[src/rtl/rgb_pwm_pkg.sv]
// Shared definitions for the RGB PWM link: intensity width, hue sectors,
// decoder FSM states and the sector classifier used by both ends of the link.
package rgb_pwm_pkg;

    localparam int PWM_BITS = 4;
    localparam int PWM_MAX  = (1 << PWM_BITS) - 1;

    typedef logic [PWM_BITS-1:0] pwm_int_t;

    localparam pwm_int_t PWM_MAX_CODE = pwm_int_t'(PWM_MAX);

    typedef enum logic [2:0] {
        SEC_0    = 3'd0,
        SEC_1    = 3'd1,
        SEC_2    = 3'd2,
        SEC_3    = 3'd3,
        SEC_4    = 3'd4,
        SEC_5    = 3'd5,
        SEC_NONE = 3'd7
    } sector_t;

    typedef enum logic {
        FLUSH = 1'b0,
        ACQ   = 1'b1
    } dec_state_t;

    // Ordered rules: the first matching rule decides, so shared edges of the
    // colour wheel resolve towards the lower-numbered sector.
    function automatic sector_t sector_of(input pwm_int_t r, input pwm_int_t g, input pwm_int_t b);
        sector_t s;
        if (r == PWM_MAX_CODE && b == '0 && g != PWM_MAX_CODE) s = SEC_0;
        else if (g == PWM_MAX_CODE && b == '0)                 s = SEC_1;
        else if (g == PWM_MAX_CODE && r == '0)                 s = SEC_2;
        else if (b == PWM_MAX_CODE && r == '0)                 s = SEC_3;
        else if (b == PWM_MAX_CODE && g == '0)                 s = SEC_4;
        else if (r == PWM_MAX_CODE && g == '0)                 s = SEC_5;
        else                                                   s = SEC_NONE;
        return s;
    endfunction

endpackage

[src/rtl/pwm_duty_meter.sv]
// One PWM channel: synchronizes the active-low line, counts low samples over
// a window and presents the rounded, saturated intensity of the window total.
module pwm_duty_meter
    import rgb_pwm_pkg::*;
#(
    parameter int STEP_CLKS   = 512,
    parameter int SYNC_STAGES = 2,
    parameter int ACC_W       = 14
) (
    input  logic                CLK,
    input  logic                RST,
    input  logic                i_line_n,
    input  logic                i_clear,
    input  logic                i_terminal,
    output logic [PWM_BITS-1:0] o_int
);

    localparam int             SHIFT     = $clog2(STEP_CLKS);
    localparam logic [ACC_W:0] HALF_STEP = (ACC_W+1)'(STEP_CLKS / 2);
    localparam logic [ACC_W:0] SAT_LIMIT = (ACC_W+1)'(PWM_MAX);

    logic [SYNC_STAGES-1:0] r_sync;
    logic [ACC_W-1:0]       r_acc;
    logic                   w_low;
    logic [ACC_W-1:0]       w_acc_total;
    logic [ACC_W:0]         w_rounded;
    logic [ACC_W:0]         w_quot;

    // Synchronizer resets to the idle (LED off) level; its contents are
    // discarded by the top-level flush anyway.
    always_ff @(posedge CLK or posedge RST) begin
        if (RST) r_sync <= '1;
        else     r_sync <= {r_sync[SYNC_STAGES-2:0], i_line_n};
    end

    assign w_low       = ~r_sync[SYNC_STAGES-1];
    assign w_acc_total = r_acc + {{(ACC_W-1){1'b0}}, w_low};

    // NOTE: sequential state uses non-blocking assignments so every flop
    // samples the pre-edge value, independent of block evaluation order.
    always_ff @(posedge CLK or posedge RST) begin
        if (RST)                          r_acc <= '0;
        else if (i_clear || i_terminal)   r_acc <= '0;
        else                              r_acc <= w_acc_total;
    end

    assign w_rounded = {1'b0, w_acc_total} + HALF_STEP;
    assign w_quot    = w_rounded >> SHIFT;

    // NOTE: every always_comb output gets a default first so no path can
    // leave it unassigned and infer a latch.
    always_comb begin
        o_int = PWM_MAX_CODE;
        if (w_quot <= SAT_LIMIT) o_int = w_quot[PWM_BITS-1:0];
    end

endmodule

[src/rtl/rgb_pwm_decoder.sv]
// RGB PWM receiver: three duty meters over a shared free-running window,
// registered intensities, hue sector, a per-window strobe and a lock flag.
module rgb_pwm_decoder
    import rgb_pwm_pkg::*;
#(
    parameter int STEP_CLKS   = 512,
    parameter int SYNC_STAGES = 2
) (
    input  logic                CLK,
    input  logic                RST,
    input  logic                pwm_r_n,
    input  logic                pwm_g_n,
    input  logic                pwm_b_n,
    output logic [PWM_BITS-1:0] r_int,
    output logic [PWM_BITS-1:0] g_int,
    output logic [PWM_BITS-1:0] b_int,
    output logic [2:0]          sector,
    output logic                meas_valid,
    output logic                locked
);

    localparam int FRAME_CLKS = (1 << PWM_BITS) * STEP_CLKS;
    localparam int ACC_W      = $clog2(FRAME_CLKS + 1);
    localparam int WIN_W      = $clog2(FRAME_CLKS);
    localparam int FL_W       = $clog2(SYNC_STAGES + 1);

    dec_state_t       r_state;
    dec_state_t       w_state_next;
    logic [FL_W-1:0]  r_flush_cnt;
    logic [WIN_W-1:0] r_win_cnt;
    logic             w_clear;
    logic             w_terminal;

    pwm_int_t w_red;
    pwm_int_t w_grn;
    pwm_int_t w_blu;

    pwm_int_t r_red;
    pwm_int_t r_grn;
    pwm_int_t r_blu;
    sector_t  r_sector;
    logic     r_meas_valid;
    logic     r_locked;

    always_ff @(posedge CLK or posedge RST) begin
        if (RST) r_state <= FLUSH;
        else     r_state <= w_state_next;
    end

    always_comb begin
        w_state_next = r_state;
        case (r_state)
            FLUSH:   if (r_flush_cnt == FL_W'(SYNC_STAGES - 1)) w_state_next = ACQ;
            ACQ:     w_state_next = ACQ;
            default: w_state_next = FLUSH;
        endcase
    end

    always_comb begin
        w_clear    = (r_state == FLUSH);
        w_terminal = (r_state == ACQ) && (r_win_cnt == '1);
    end

    always_ff @(posedge CLK or posedge RST) begin
        if (RST)          r_flush_cnt <= '0;
        else if (w_clear) r_flush_cnt <= r_flush_cnt + 1'b1;
    end

    // FRAME_CLKS is a power of two, so the natural counter wrap is the window wrap.
    always_ff @(posedge CLK or posedge RST) begin
        if (RST)          r_win_cnt <= '0;
        else if (w_clear) r_win_cnt <= '0;
        else              r_win_cnt <= r_win_cnt + 1'b1;
    end

    pwm_duty_meter #(.STEP_CLKS(STEP_CLKS), .SYNC_STAGES(SYNC_STAGES), .ACC_W(ACC_W)) u_meter_r (
        .CLK(CLK), .RST(RST), .i_line_n(pwm_r_n),
        .i_clear(w_clear), .i_terminal(w_terminal), .o_int(w_red)
    );

    pwm_duty_meter #(.STEP_CLKS(STEP_CLKS), .SYNC_STAGES(SYNC_STAGES), .ACC_W(ACC_W)) u_meter_g (
        .CLK(CLK), .RST(RST), .i_line_n(pwm_g_n),
        .i_clear(w_clear), .i_terminal(w_terminal), .o_int(w_grn)
    );

    pwm_duty_meter #(.STEP_CLKS(STEP_CLKS), .SYNC_STAGES(SYNC_STAGES), .ACC_W(ACC_W)) u_meter_b (
        .CLK(CLK), .RST(RST), .i_line_n(pwm_b_n),
        .i_clear(w_clear), .i_terminal(w_terminal), .o_int(w_blu)
    );

    // Published values only change on the terminal edge of a window.
    always_ff @(posedge CLK or posedge RST) begin
        if (RST) begin
            r_red        <= '0;
            r_grn        <= '0;
            r_blu        <= '0;
            r_sector     <= SEC_NONE;
            r_meas_valid <= 1'b0;
            r_locked     <= 1'b0;
        end else begin
            r_meas_valid <= w_terminal;
            if (w_terminal) begin
                r_red    <= w_red;
                r_grn    <= w_grn;
                r_blu    <= w_blu;
                r_sector <= sector_of(w_red, w_grn, w_blu);
                r_locked <= 1'b1;
            end
        end
    end

    assign r_int      = r_red;
    assign g_int      = r_grn;
    assign b_int      = r_blu;
    assign sector     = r_sector;
    assign meas_valid = r_meas_valid;
    assign locked     = r_locked;

endmodule

[config.mk]
export PLATFORM = sky130hd
export DESIGN_NAME = rgb_pwm_decoder
export DESIGN_NICKNAME = d
export VERILOG_FILES = /design/src/rtl/rgb_pwm_pkg.sv /design/src/rtl/pwm_duty_meter.sv /design/src/rtl/rgb_pwm_decoder.sv
export SDC_FILE = /design/constraint.sdc
export NUM_CORES = 1
export LEC_CHECK = 0
export CORE_UTILIZATION = 55
export CTS_CLUSTER_SIZE = 25
export DETAILED_ROUTE_END_ITERATION = 7
export PLACE_DENSITY = 0.84
export SLEW_MARGIN = 5
export SYNTH_ARGS = -nofsm -noshare
export SYNTH_HDL_FRONTEND = slang
export SYNTH_HIERARCHICAL = 1
export SYNTH_SLANG_ARGS = --single-unit
export TNS_END_PERCENT = 20
[constraint.sdc]
create_clock -name CLK -period 8.6 [get_ports CLK]
set_input_delay 1.29 -clock CLK [delete_from_list [all_inputs] [get_ports CLK]]
set_output_delay 1.29 -clock CLK [all_outputs]
set_load 0.05 [all_outputs]
; After elaboration in Yosys (flattened, before gate mapping)
; Index checks and enable logic that the tools add are counted.
[totals]
reg_bits = 81
in_bits = 5
[op_classes]
add_sub_neg = 8
n_lt_le_gt_ge = 3
eq_ne = 6
n_mux = 15
n_bitwise = 4
reduce_logical = 12
[op_table]
columns = cell, count
row1 = "adder 14 x 9 -> 15 bit, second input constant", 3
row2 = adder 14 x 1 -> 14 bit, 3
row3 = 2-to-1 mux 14 bit, 3
row4 = "<= comparator 6 x 4 -> 1 bit, second input constant", 3
row5 = "adder 13 x 1 -> 13 bit, second input constant", 1
row6 = "equality test 13 bit, second input constant", 1
row7 = 2-to-1 mux 13 bit, 1
row8 = "equality test 4 bit, second input constant", 3
row9 = logical NOT 4 bit, 3
row10 = 2-to-1 mux 3 bit, 4
row11 = 2-to-1 mux 4 bit, 3
row12 = logical AND 1 bit, 8
row13 = 2-to-1 mux 2 bit, 2
row14 = "inequality test 4 bit, second input constant", 1
row15 = NOT 1 bit, 4
row16 = "adder 2 x 1 -> 2 bit, second input constant", 1
row17 = "equality test 2 x 1 -> 1 bit, second input constant", 1
row18 = case mux 1 bit (2 select lines), 1
row19 = logical OR 1 bit, 1
row20 = 2-to-1 mux 1 bit, 1

; Logic depth before layout (Yosys ltp)
; Gate-level depths: netlist of the first run.
[depth]
ltp_word = 13
mapped_depth = 17

; Modules after synthesis
; The synthesis of the first run kept the hierarchy.
[by_module_without_submodules]
columns = module, instances, cells_per_inst, area_each_um2
row1 = pwm_duty_meter, 3, 96, 923.4
row2 = rgb_pwm_decoder, 1, 151, 1486.4

; Least setup slack after synthesis of the first run
; Ideal clock, no wire load.
[synth_path]
kind = flip-flop to flip-flop
startpoint = register u_meter_b.r_sync[1]
endpoint = register r_sector[2], in the netlist sector[2]
setup_ns = 0.077
arrival_time_ns = 3.062
path_slack_ns = 5.461
path_stages_with_launch = 17
n_path_buf = 1
cell_sequence = dfstp_2 > inv_1 > ha_1 > ha_1 > clkbuf_1 > nand3_1 > nor2_1 > xor2_1 > ha_1 > nand2b_1 > mux2i_1 > nor3_1 > o21bai_1 > or4_1 > a21oi_1 > a211oi_2 > a21o_1
[synth_between]
elab_chain_cells = 11
elab_cells_between_ends = 15
classes_between = add/sub: 2 / order compare: 1 / eq/ne: 1 / mux: 5 / bitwise: 1 / reduce/logical: 5
[synth_lines]
columns = item, line_no
row1 = "start, declared", pwm_duty_meter.sv:22  ; logic [SYNC_STAGES-1:0] r_sync;
row2 = "start signal, assigned", pwm_duty_meter.sv:33  ; else r_sync <= {r_sync[SYNC_STAGES-2:0], i_line_n};
row3 = NOT 1 bit (*), pwm_duty_meter.sv:36  ; assign w_low = ~r_sync[SYNC_STAGES-1];
row4 = adder 14 x 1 -> 14 bit (*), pwm_duty_meter.sv:37  ; assign w_acc_total = r_acc + {{(ACC_W-1){1'b0}}, w_low};
row5 = adder 14 x 9 -> 15 bit (*), pwm_duty_meter.sv:47  ; assign w_rounded = {1'b0, w_acc_total} + HALF_STEP;
row6 = <= comparator 6 x 4 -> 1 bit, pwm_duty_meter.sv:54  ; if (w_quot <= SAT_LIMIT) o_int = w_quot[PWM_BITS-1:0];
row7 = 2-to-1 mux 4 bit (*), pwm_duty_meter.sv:54
row8 = net w_blu[0], rgb_pwm_decoder.sv:36  ; pwm_int_t w_blu;
row9 = equality test 4 bit, rgb_pwm_pkg.sv:34  ; else if (b == PWM_MAX_CODE && r == '0) s = SEC_3;
row10 = logical AND 1 bit, rgb_pwm_pkg.sv:34
row11 = 2-to-1 mux 3 bit, rgb_pwm_pkg.sv:34
row12 = 2-to-1 mux 3 bit, rgb_pwm_pkg.sv:33  ; else if (g == PWM_MAX_CODE && r == '0) s = SEC_2;
row13 = 2-to-1 mux 3 bit, rgb_pwm_pkg.sv:32  ; else if (g == PWM_MAX_CODE && b == '0) s = SEC_1;
row14 = 2-to-1 mux 3 bit (*), rgb_pwm_pkg.sv:31  ; if (r == PWM_MAX_CODE && b == '0 && g != PWM_MAX_CODE) s = SEC_0;
row15 = "end signal, assigned", rgb_pwm_decoder.sv:106  ; r_sector <= sector_of(w_red, w_grn, w_blu);
row16 = "end, declared", rgb_pwm_decoder.sv:41  ; sector_t r_sector;
; The timed path passes the listed nets; every way through them passes the cells marked *.
; A chain may end at the register's enable or synchronous reset.

; Final worst setup path of the first run
[layout_path]
startpoint = register u_meter_r.r_sync[1]
endpoint = register r_sector[0], in the netlist sector[0]
[layout_between]
elab_chain_cells = 11
elab_cells_between_ends = 15
classes_between = add/sub: 2 / order compare: 1 / eq/ne: 1 / mux: 5 / bitwise: 1 / reduce/logical: 5
[layout_lines]
columns = item, line_no
row1 = "start, declared", pwm_duty_meter.sv:22
row2 = "start signal, assigned", pwm_duty_meter.sv:33
row3 = NOT 1 bit (*), pwm_duty_meter.sv:36
row4 = adder 14 x 1 -> 14 bit (*), pwm_duty_meter.sv:37
row5 = adder 14 x 9 -> 15 bit (*), pwm_duty_meter.sv:47
row6 = <= comparator 6 x 4 -> 1 bit, pwm_duty_meter.sv:54
row7 = 2-to-1 mux 4 bit (*), pwm_duty_meter.sv:54
row8 = net w_red[3], rgb_pwm_decoder.sv:34  ; pwm_int_t w_red;
row9 = logical NOT 4 bit, "rgb_pwm_pkg.sv:33, rgb_pwm_pkg.sv:34"
row10 = logical AND 1 bit, rgb_pwm_pkg.sv:34
row11 = 2-to-1 mux 3 bit, rgb_pwm_pkg.sv:34
row12 = 2-to-1 mux 3 bit, rgb_pwm_pkg.sv:33
row13 = 2-to-1 mux 3 bit, rgb_pwm_pkg.sv:32
row14 = 2-to-1 mux 3 bit (*), rgb_pwm_pkg.sv:31
; Marked as above.

==> results.cfg, run 1 <==
[timing]
skew_ps = 9.23
grt_setup_unrepaired = no
fmax_mhz = 292
slew_headroom = 0.557
worst_pin_slew_ps = 664
setup_violations = 0
finalCritPeriodShare = 0.398
maxSlewViolCount = 0
fin_ws_ps = 5170
post-route-min-period_ps = 3430
setup_tns_ps = 0
final_hold_viol_count = 0

[synth]
synth_largest_area_cell = dfrtp_1
synth_top_family_by_area = simple AND/OR/NAND/NOR gates
synthXorXnorAreaFrac = 0.106
synthAdderAreaFrac = 0.0323
syn_area_um2 = 4260
yosysSeqAreaShare = 0.479
synth_cell_types = 41
yosys_warnings = 6
synth_seq_cells = 81
synth_compound_area_frac = 0.0509
yosys.area_share.simple = 0.290
syn_nets = 455
synth.avg_cell_area_um2 = 9.70
syn_inst = 439
synth_area_leaders = dfrtp_1 42%, nand2_1 6.4%, xor2_1 6.4%
synth.area.mux_share = 0.0150
yosysTopAreaCellShare = 0.423

[critical_path]
cp_max_fo = 8
start_kind = flop
worstPathRequired_ps = 8860
end_kind = flop
cp_cell_sequence = inv_1 > ha_1 > ha_1 > nand3_1 > nor2_1 > xor2_1 > ha_1 > nand2b_1 > mux2i_1 > nand2_1 > mux2_1 > nand2_1 > nor4_1 > nor3_1 > o31ai_2
cpMaxStageDelayCell = nor4_1
cpPeakStageDelay_ps = 580
cp.arrival_ps = 3690
crit_family = simple AND/OR/NAND/NOR gates
cp.buffers_inverters = 1
crit_top_cell = ha_1
path_class = flop to flop

[clock_tree]
cts_hold_buf = 0
clock_path_buffers = 2
cts_buffers = 9
cts_resized = 0
clkSinkCount = 81
cts_tree = done
htree_levels = 3
clk_latency_ps = 350
cts-root-buf = clkbuf_8
cts_setup_buffers = 0
path_clk_slew_ps = 80

[finish]
nets = 479
postLayoutCellArea_um2 = 4780
final_core_util = 0.649
num_antenna_cells = 0
register_area_um2 = 2040
final_cell_mix = 73 x nand2_1, 72 x dfrtp_1, 55 x nor2_1, 31 x xor2_1, 21 x clkdlybuf4s50_1
multiInputGateArea_um2 = 2100
final_common_cell = nand2_1
fillers = 576
syn_to_final_growth_pct = 12.4
drive_gt1_frac = 0.0940

[run_status]
status = finished clean

[placed_design]
io_buffers = 21
dpl_cell_area_um2 = 4560
place_congestion = 0.841
post-place-ws_ps = 5250
hpwl_um = 5380

[route]
drt_iter0_markers = 183
dr.pass1.iters = 4
vias = 3078
viasPerCell = 5.43
routed_wl_um = 7610
routedWlPerCell_um = 13.4
postRouteAntennaNets = 0
drc = 0

[global_routing]
grt_pass1_wl_um = 13400
grt_overflow = 0
grt_pass1_vias = 3030
track_usage = 0.209
antenna_found_initial = 0
grt_start_max_net_pins = 27

[floorplan]
initial_core_util = 0.578
row_count = 31
die_height_um = 90.0
die_w_um = 90.0
dieArea_um2 = 8090
core_area_um2 = 7370
pin_count = 22

[hold_path]
hp-class = flop to flop

[flow_run]
cap_violations = 0

[power]
p_per_area_nw_per_um2 = 192
ir_drop_mv = 0.112
p_total_uw = 920
power.leakage_uw = 0.00226
## power breakdown
group	switching (uW)	total, uW	internal, uW
combinational	65.5	119	53.5
clock	138	310	172
sequential	63.6	491	428
## sequential cells by signal, indices dropped and copies added (netlist names), 3 cells and up
register / count
g_int: 4
u_meter_g/r_acc: 14
u_meter_b/r_acc: 14
u_meter_r/r_acc: 14
sector: 3
r_win_cnt: 13
r_int: 4
b_int: 4
## through the flow
stage / cells / hold slack [ps]
3_3_place_gp: 551 / 346
6_report: 567 / 359
4_1_cts: 567 / 361
2_1_floorplan: 439 / 345
3_5_place_dp: 551 / 349
5_1_grt: 567 / 367
## area by class of cell
class                      instances  area share
inverter                          18      0.0141
clock buffer                      10      0.0288
timing repair buffer              23      0.0471
tap                               99      0.0259
clock inverter                     6      0.0186
multi-input combinational        330       0.440
sequential                        81       0.426
## cells by family (layout without fill, tap and decap cells)
group / count (synthesis) / in the layout
AO/OA/AOI/OAI: 35 / 35
flip-flops: 81 / 81
adder cells (fa/ha/maj): 11 / 11
AND/OR/NAND/NOR: 229 / 229
multiplexers: 6 / 6
buffers and inverters: 28 / 57
XOR/XNOR: 49 / 49
## final timing paths
| check | start | end | slack (ps) | cells past startpoint |
|---|---|---|---|---|
| worst min-delay path | u_meter_b/r_sync[0]$_DFF_PP1_ | u_meter_b/r_sync[1]$_DFF_PP1_ | 360 | 0 |
| max in group asynchronous | RST | sector[1]$_DFFE_PP1P_ | 6630 | 3 |
| min in group asynchronous | RST | r_int[2]$_DFFE_PP0P_ | 1310 | 2 |
| worst max-delay path | u_meter_r/r_sync[1]$_DFF_PP1_ | sector[0]$_DFFE_PP1P_ | 5170 | 15 |
| worst min register to register | u_meter_b/r_sync[0]$_DFF_PP1_ | u_meter_b/r_sync[1]$_DFF_PP1_ | 360 | 0 |
| worst max register to register | u_meter_r/r_sync[1]$_DFF_PP1_ | sector[0]$_DFFE_PP1P_ | 5170 | 15 |
## cells in the mapped netlist (all sizes together)
cell and count:
a31oi 3, nor2b 9, and3 7, nand2b 5, nor2 55, nand3b 3
nand4 23, dfrtp 72, o22ai 2, xor2 34, and2 7, o21ai 10
or2 4, inv 18, mux2 3, nor4b 3, or4 3, and4 5
xnor2 15, or3 2, nand2 73, o31ai 5, mux2i 3, clkbuf 7
ha 11, nor3 8, a211oi 1, a21oi 10, buf 3, nor3b 2
a21o 1, nand3 14, and3b 3, nor4 3, dfstp 9, o21bai 3
## worst register-to-register path: cells and delay by family (launching register included)
family	cells	cell delay (ps)
AND/OR/NAND/NOR	7	1210
buffers and inverters	1	30
XOR/XNOR	1	190
multiplexers	2	380
AO/OA/AOI/OAI	1	260
flip-flops	1	520
adder cells (fa/ha/maj)	3	760
## routing by layer
layer,vias to the layer above,track usage,part of all wire
met5,-,0,0
met4,0,0.0739,0.0070
met3,4,0.0626,0.045
met2,68,0.340,0.49
met1,1473,0.265,0.45
li1,1533,-,-
No activity file was read; power rests on OpenSTA's default activity.
==> inputs of run 2 (changes only) <==
clock period = 3.5 ns   (was 8.6 ns; I/O delays follow)
==> results.cfg, run 2 (same netlist as run 1, synthesis figures left out) <==
[placed_design]
io_buffers = 21
post-place-ws_ps = 175
hpwl_um = 5370
placed_cells = 551
place_congestion = 0.841

[route]
routedWlPerCell_um = 14.0
drc = 0
vias = 3123
dr.pass1.iters = 4
routed_wl_um = 7920
postRouteAntennaNets = 0
drt_iter0_markers = 140
viasPerCell = 5.51

[finish]
final_cell_mix = 73 x nand2_1, 72 x dfrtp_1, 55 x nor2_1, 31 x xor2_1, 21 x clkdlybuf4s50_1
syn_to_final_growth_pct = 13.2
num_antenna_cells = 0
top_regs = u_meter_b/r_acc x14, u_meter_g/r_acc x14, u_meter_r/r_acc x14
final_core_util = 0.654
fillers = 588
final_common_cell = nand2_1
finalNonFillerCells = 567
drive_gt1_frac = 0.107
nets = 479

[critical_path]
end_kind = flop
worstPathRequired_ps = 3760
start_kind = flop
cp_max_fo = 8
cp.arrival_ps = 3570
path_class = flop to flop

[timing]
setup_violations = 0
worst_pin_slew_ps = 658
skew_ps = 9.77
slew_headroom = 0.561
fmax_mhz = 302
hold_ws_ps = 359
final_hold_viol_count = 0
post-route-min-period_ps = 3310
maxSlewViolCount = 0
finalCritPeriodShare = 0.945
fin_ws_ps = 192
setup_tns_ps = 0

[clock_tree]
cts_buffers = 9
htree_levels = 3
cts_tree = done
clock_path_buffers = 2
clkSinkCount = 81
clk_latency_ps = 350
cts-root-buf = clkbuf_8
path_clk_slew_ps = 80

[global_routing]
antenna_found_initial = 0
grt_overflow = 0
grt_pass1_wl_um = 13800
grt_start_max_net_pins = 27
grt_pass1_vias = 3029
track_usage = 0.215

[hold_path]
hp-class = flop to flop

[power]
ir_drop_mv = 0.262
power.leakage_uw = 0.00225
p_per_area_nw_per_um2 = 473

[flow_run]
cap_violations = 0

[floorplan]
die_w_um = 90.0
core_area_um2 = 7370
dieArea_um2 = 8090
initial_core_util = 0.578
pin_count = 22
die_height_um = 90.0
row_count = 31

[run_status]
status = finished clean
==> run 2: final cells by class <==
type                            instances  area (um^2)  share of cell area
Multi-Input combinational cell        330         2140               0.444
Sequential cell                        81         2040               0.423
Timing Repair Buffer                   23          225              0.0467
Clock buffer                           10          138              0.0286
Tap cell                               99          124              0.0257
Clock inverter                          6         88.8              0.0184
Inverter                               18         67.6              0.0140
==> run 2: worst paths after layout <==
path,start,end,slack (ps),cells after the start
min in group asynchronous,RST,r_int[2]$_DFFE_PP0P_,530,2
worst min-delay path,u_meter_g/r_sync[0]$_DFF_PP1_,u_meter_g/r_sync[1]$_DFF_PP1_,360,0
worst max register to register,u_meter_r/r_sync[1]$_DFF_PP1_,sector[0]$_DFFE_PP1P_,190,16
worst max-delay path,u_meter_r/r_sync[1]$_DFF_PP1_,sector[0]$_DFFE_PP1P_,190,16
max in group asynchronous,RST,sector[1]$_DFFE_PP1P_,2290,3
worst min register to register,u_meter_g/r_sync[0]$_DFF_PP1_,u_meter_g/r_sync[1]$_DFF_PP1_,360,0
==> run 2: worst max-delay path, cell delays in order (launching register included) <==
cell and delay, ps:
dfstp_2 520, inv_1 30, ha_1 220, ha_1 300, nand3_1 140, nor2_1 60, xor2_1 190, ha_1 240
nand2b_1 80, mux2i_1 190, nand2_1 80, mux2_1 200, nand2_1 120, nor4_2 470, nand2_1 90, o22ai_1 210
o31ai_2 80
==> run 2: report_power, final <==
part           leakage (uW)  switching [uW]  internal [uW]
Clock              0.000109             345            422
Sequential          0.00103             160           1050
Combinational       0.00111             164            140
==> run 2: what timing repair did <==
| action | in CTS | in global routing |
|---|---|---|
| buffers inserted | 0 | 0 |
| hold endpoints to repair | 0 | 0 |
| setup endpoints to repair | 0 | 3 |
| gates resized for setup | 0 | 8 |
| hold buffers | 0 | 0 |
==> run 2: through the flow <==
step / power (uW) / cell area (um^2)
after detailed placement: 1520 / 4560
final: 2280 / 4820
after global placement: 1490 / 4560
after floorplan: 1440 / 4260
after global routing: 2420 / 4820
after CTS: 2290 / 4780
==> run 2: metal layers <==
| metal | wire [um] | track usage |
|---|---|---|
| met1 | 3530 | 0.278 |
| met2 | 3890 | 0.346 |
| met3 | 363 | 0.0575 |
| met4 | 134 | 0.0860 |
| met5 | 0 | 0 |
==> inputs of run 3 (changes only) <==
clock period = 4.1 ns   (was 3.5 ns; I/O delays follow)
==> results.cfg, run 3 (same netlist as run 1, synthesis figures left out) <==
[run_status]
status = finished clean

[timing]
skew_ps = 6.72
final_hold_viol_count = 0
maxSlewViolCount = 0
slew_headroom = 0.330
post-route-min-period_ps = 3480
finalCritPeriodShare = 0.850
worst_pin_slew_ps = 1000
setup_violations = 0
setup_tns_ps = 0
fmax_mhz = 287
fin_ws_ps = 615
grt_setup_unrepaired = no
hold_ws_ps = 358

[critical_path]
start_kind = flop
crit-reg2reg-launch = u_meter_r/r_sync[1]$_DFF_PP1_
cpMaxStageDelayCell = nor4_1
crit_path_start = u_meter_r/r_sync[1]$_DFF_PP1_
path_class = flop to flop
worstPathRequired_ps = 4360
reg2reg_slack_ps = 620
cp_cell_sequence = inv_1 > ha_1 > ha_1 > nand3_1 > nor2_1 > xor2_1 > ha_1 > nand2b_1 > mux2i_1 > nand2_1 > mux2_1 > nand2_1 > nor4_1 > nand2_1 > o22ai_1 > o31ai_2
cp.arrival_ps = 3750
cpPeakStageDelay_ps = 610
end_kind = flop
cp_max_fo = 8

[clock_tree]
clk_latency_ps = 350
htree_levels = 3
clkSinkCount = 81
clock_path_buffers = 2
path_clk_slew_ps = 80
cts_tree = done
cts_hold_buf = 0
cts-root-buf = clkbuf_8
cts_setup_buffers = 0
cts_buffers = 9
cts_resized = 0

[finish]
drive_gt1_frac = 0.0897
num_antenna_cells = 0
syn_to_final_growth_pct = 12.1
final_common_cell = nand2_1
fillers = 592
finalNonFillerCells = 567
final_cell_mix = 73 x nand2_1, 72 x dfrtp_1, 55 x nor2_1, 31 x xor2_1, 21 x clkdlybuf4s50_1
nets = 479
top_regs = u_meter_b/r_acc x14, u_meter_g/r_acc x14, u_meter_r/r_acc x14

[hold_path]
hold_start = u_meter_g/r_sync[0]$_DFF_PP1_
hp-class = flop to flop

[route]
vias = 3131
routedWlPerCell_um = 13.3
dr.pass1.iters = 4
drc = 0
postRouteAntennaNets = 0
routed_wl_um = 7570
drt_iter0_markers = 181
viasPerCell = 5.52

[global_routing]
track_usage = 0.209
grt_pass1_vias = 3020
grt_start_max_net_pins = 28
grt_overflow = 0
grt_pass1_wl_um = 13600
antenna_found_initial = 0

[power]
power.leakage_uw = 0.00225
p_total_uw = 1910
ir_drop_mv = 0.200
p_per_area_nw_per_um2 = 401

[placed_design]
placed_cells = 551
post-place-ws_ps = 695
place_congestion = 0.840
hpwl_um = 5370
io_buffers = 21

[flow_run]
cap_violations = 0

[floorplan]
initial_core_util = 0.578
die_height_um = 90.0
dieArea_um2 = 8090
core_area_um2 = 7370
row_count = 31
die_w_um = 90.0
pin_count = 22
==> run 3: cell count changes in the layout (fill, tap and decap cells not counted), sizes merged <==
cell	change
clkbuf	+1
clkinv	+1
clkinvlp	-1
inv	-1
==> run 3: path summary, 6_finish.rpt <==
kind,endpoint,depth (start not counted)
hold / removal,u_meter_g/r_sync[1]$_DFF_PP1_,0
hold reg to reg,u_meter_g/r_sync[1]$_DFF_PP1_,0
setup reg to reg,sector[0]$_DFFE_PP1P_,16
min in group asynchronous,u_meter_g/r_acc[11]$_DFF_PP0_,2
setup / recovery,sector[0]$_DFFE_PP1P_,16
max in group asynchronous,g_int[2]$_DFFE_PP0P_,3
==> run 3: worst max-delay path: cells and delay by family, from the launching register on <==
kind            cells  cell delay (ps)
fa+ha+maj           3              740
compound gates      2              300
buf+inv             1               40
mux                 2              400
flops               1              530
simple gates        7             1220
xor+xnor            1              170
==> run 3: per-layer routing <==
metal / global-route usage / vias up / part of all wire
met3: 0.0389 / 16 / 0.041
met4: 0.105 / 0 / 0.024
met5: 0 / - / 0
met1: 0.286 / 1514 / 0.47
li1: - / 1533 / -
met2: 0.321 / 68 / 0.47
==> run 3: area by class of cell <==
type	count	area (um^2)	area share
sequential	81	2040	0.427
timing repair buffer	23	225	0.0472
inverter	18	67.6	0.0142
clock buffer	11	131	0.0275
clock inverter	5	81.3	0.0170
tap	99	124	0.0260
multi-input combinational	330	2100	0.441
==> run 3: through the flow <==
step | cell area [um^2] | util
finish | 4770 | 0.647
global route | 4770 | 0.647
CTS | 4770 | 0.647
detailed placement | 4560 | 0.619
global placement | 4560 | 0.619
floorplan | 4260 | -
==> run 3: report_power, final <==
part | internal [uW] | total [uW] | switching [uW]
logic | 112 | 248 | 137
registers | 897 | 1030 | 130
clock network | 344 | 637 | 293
total | 1350 | 1910 | 559
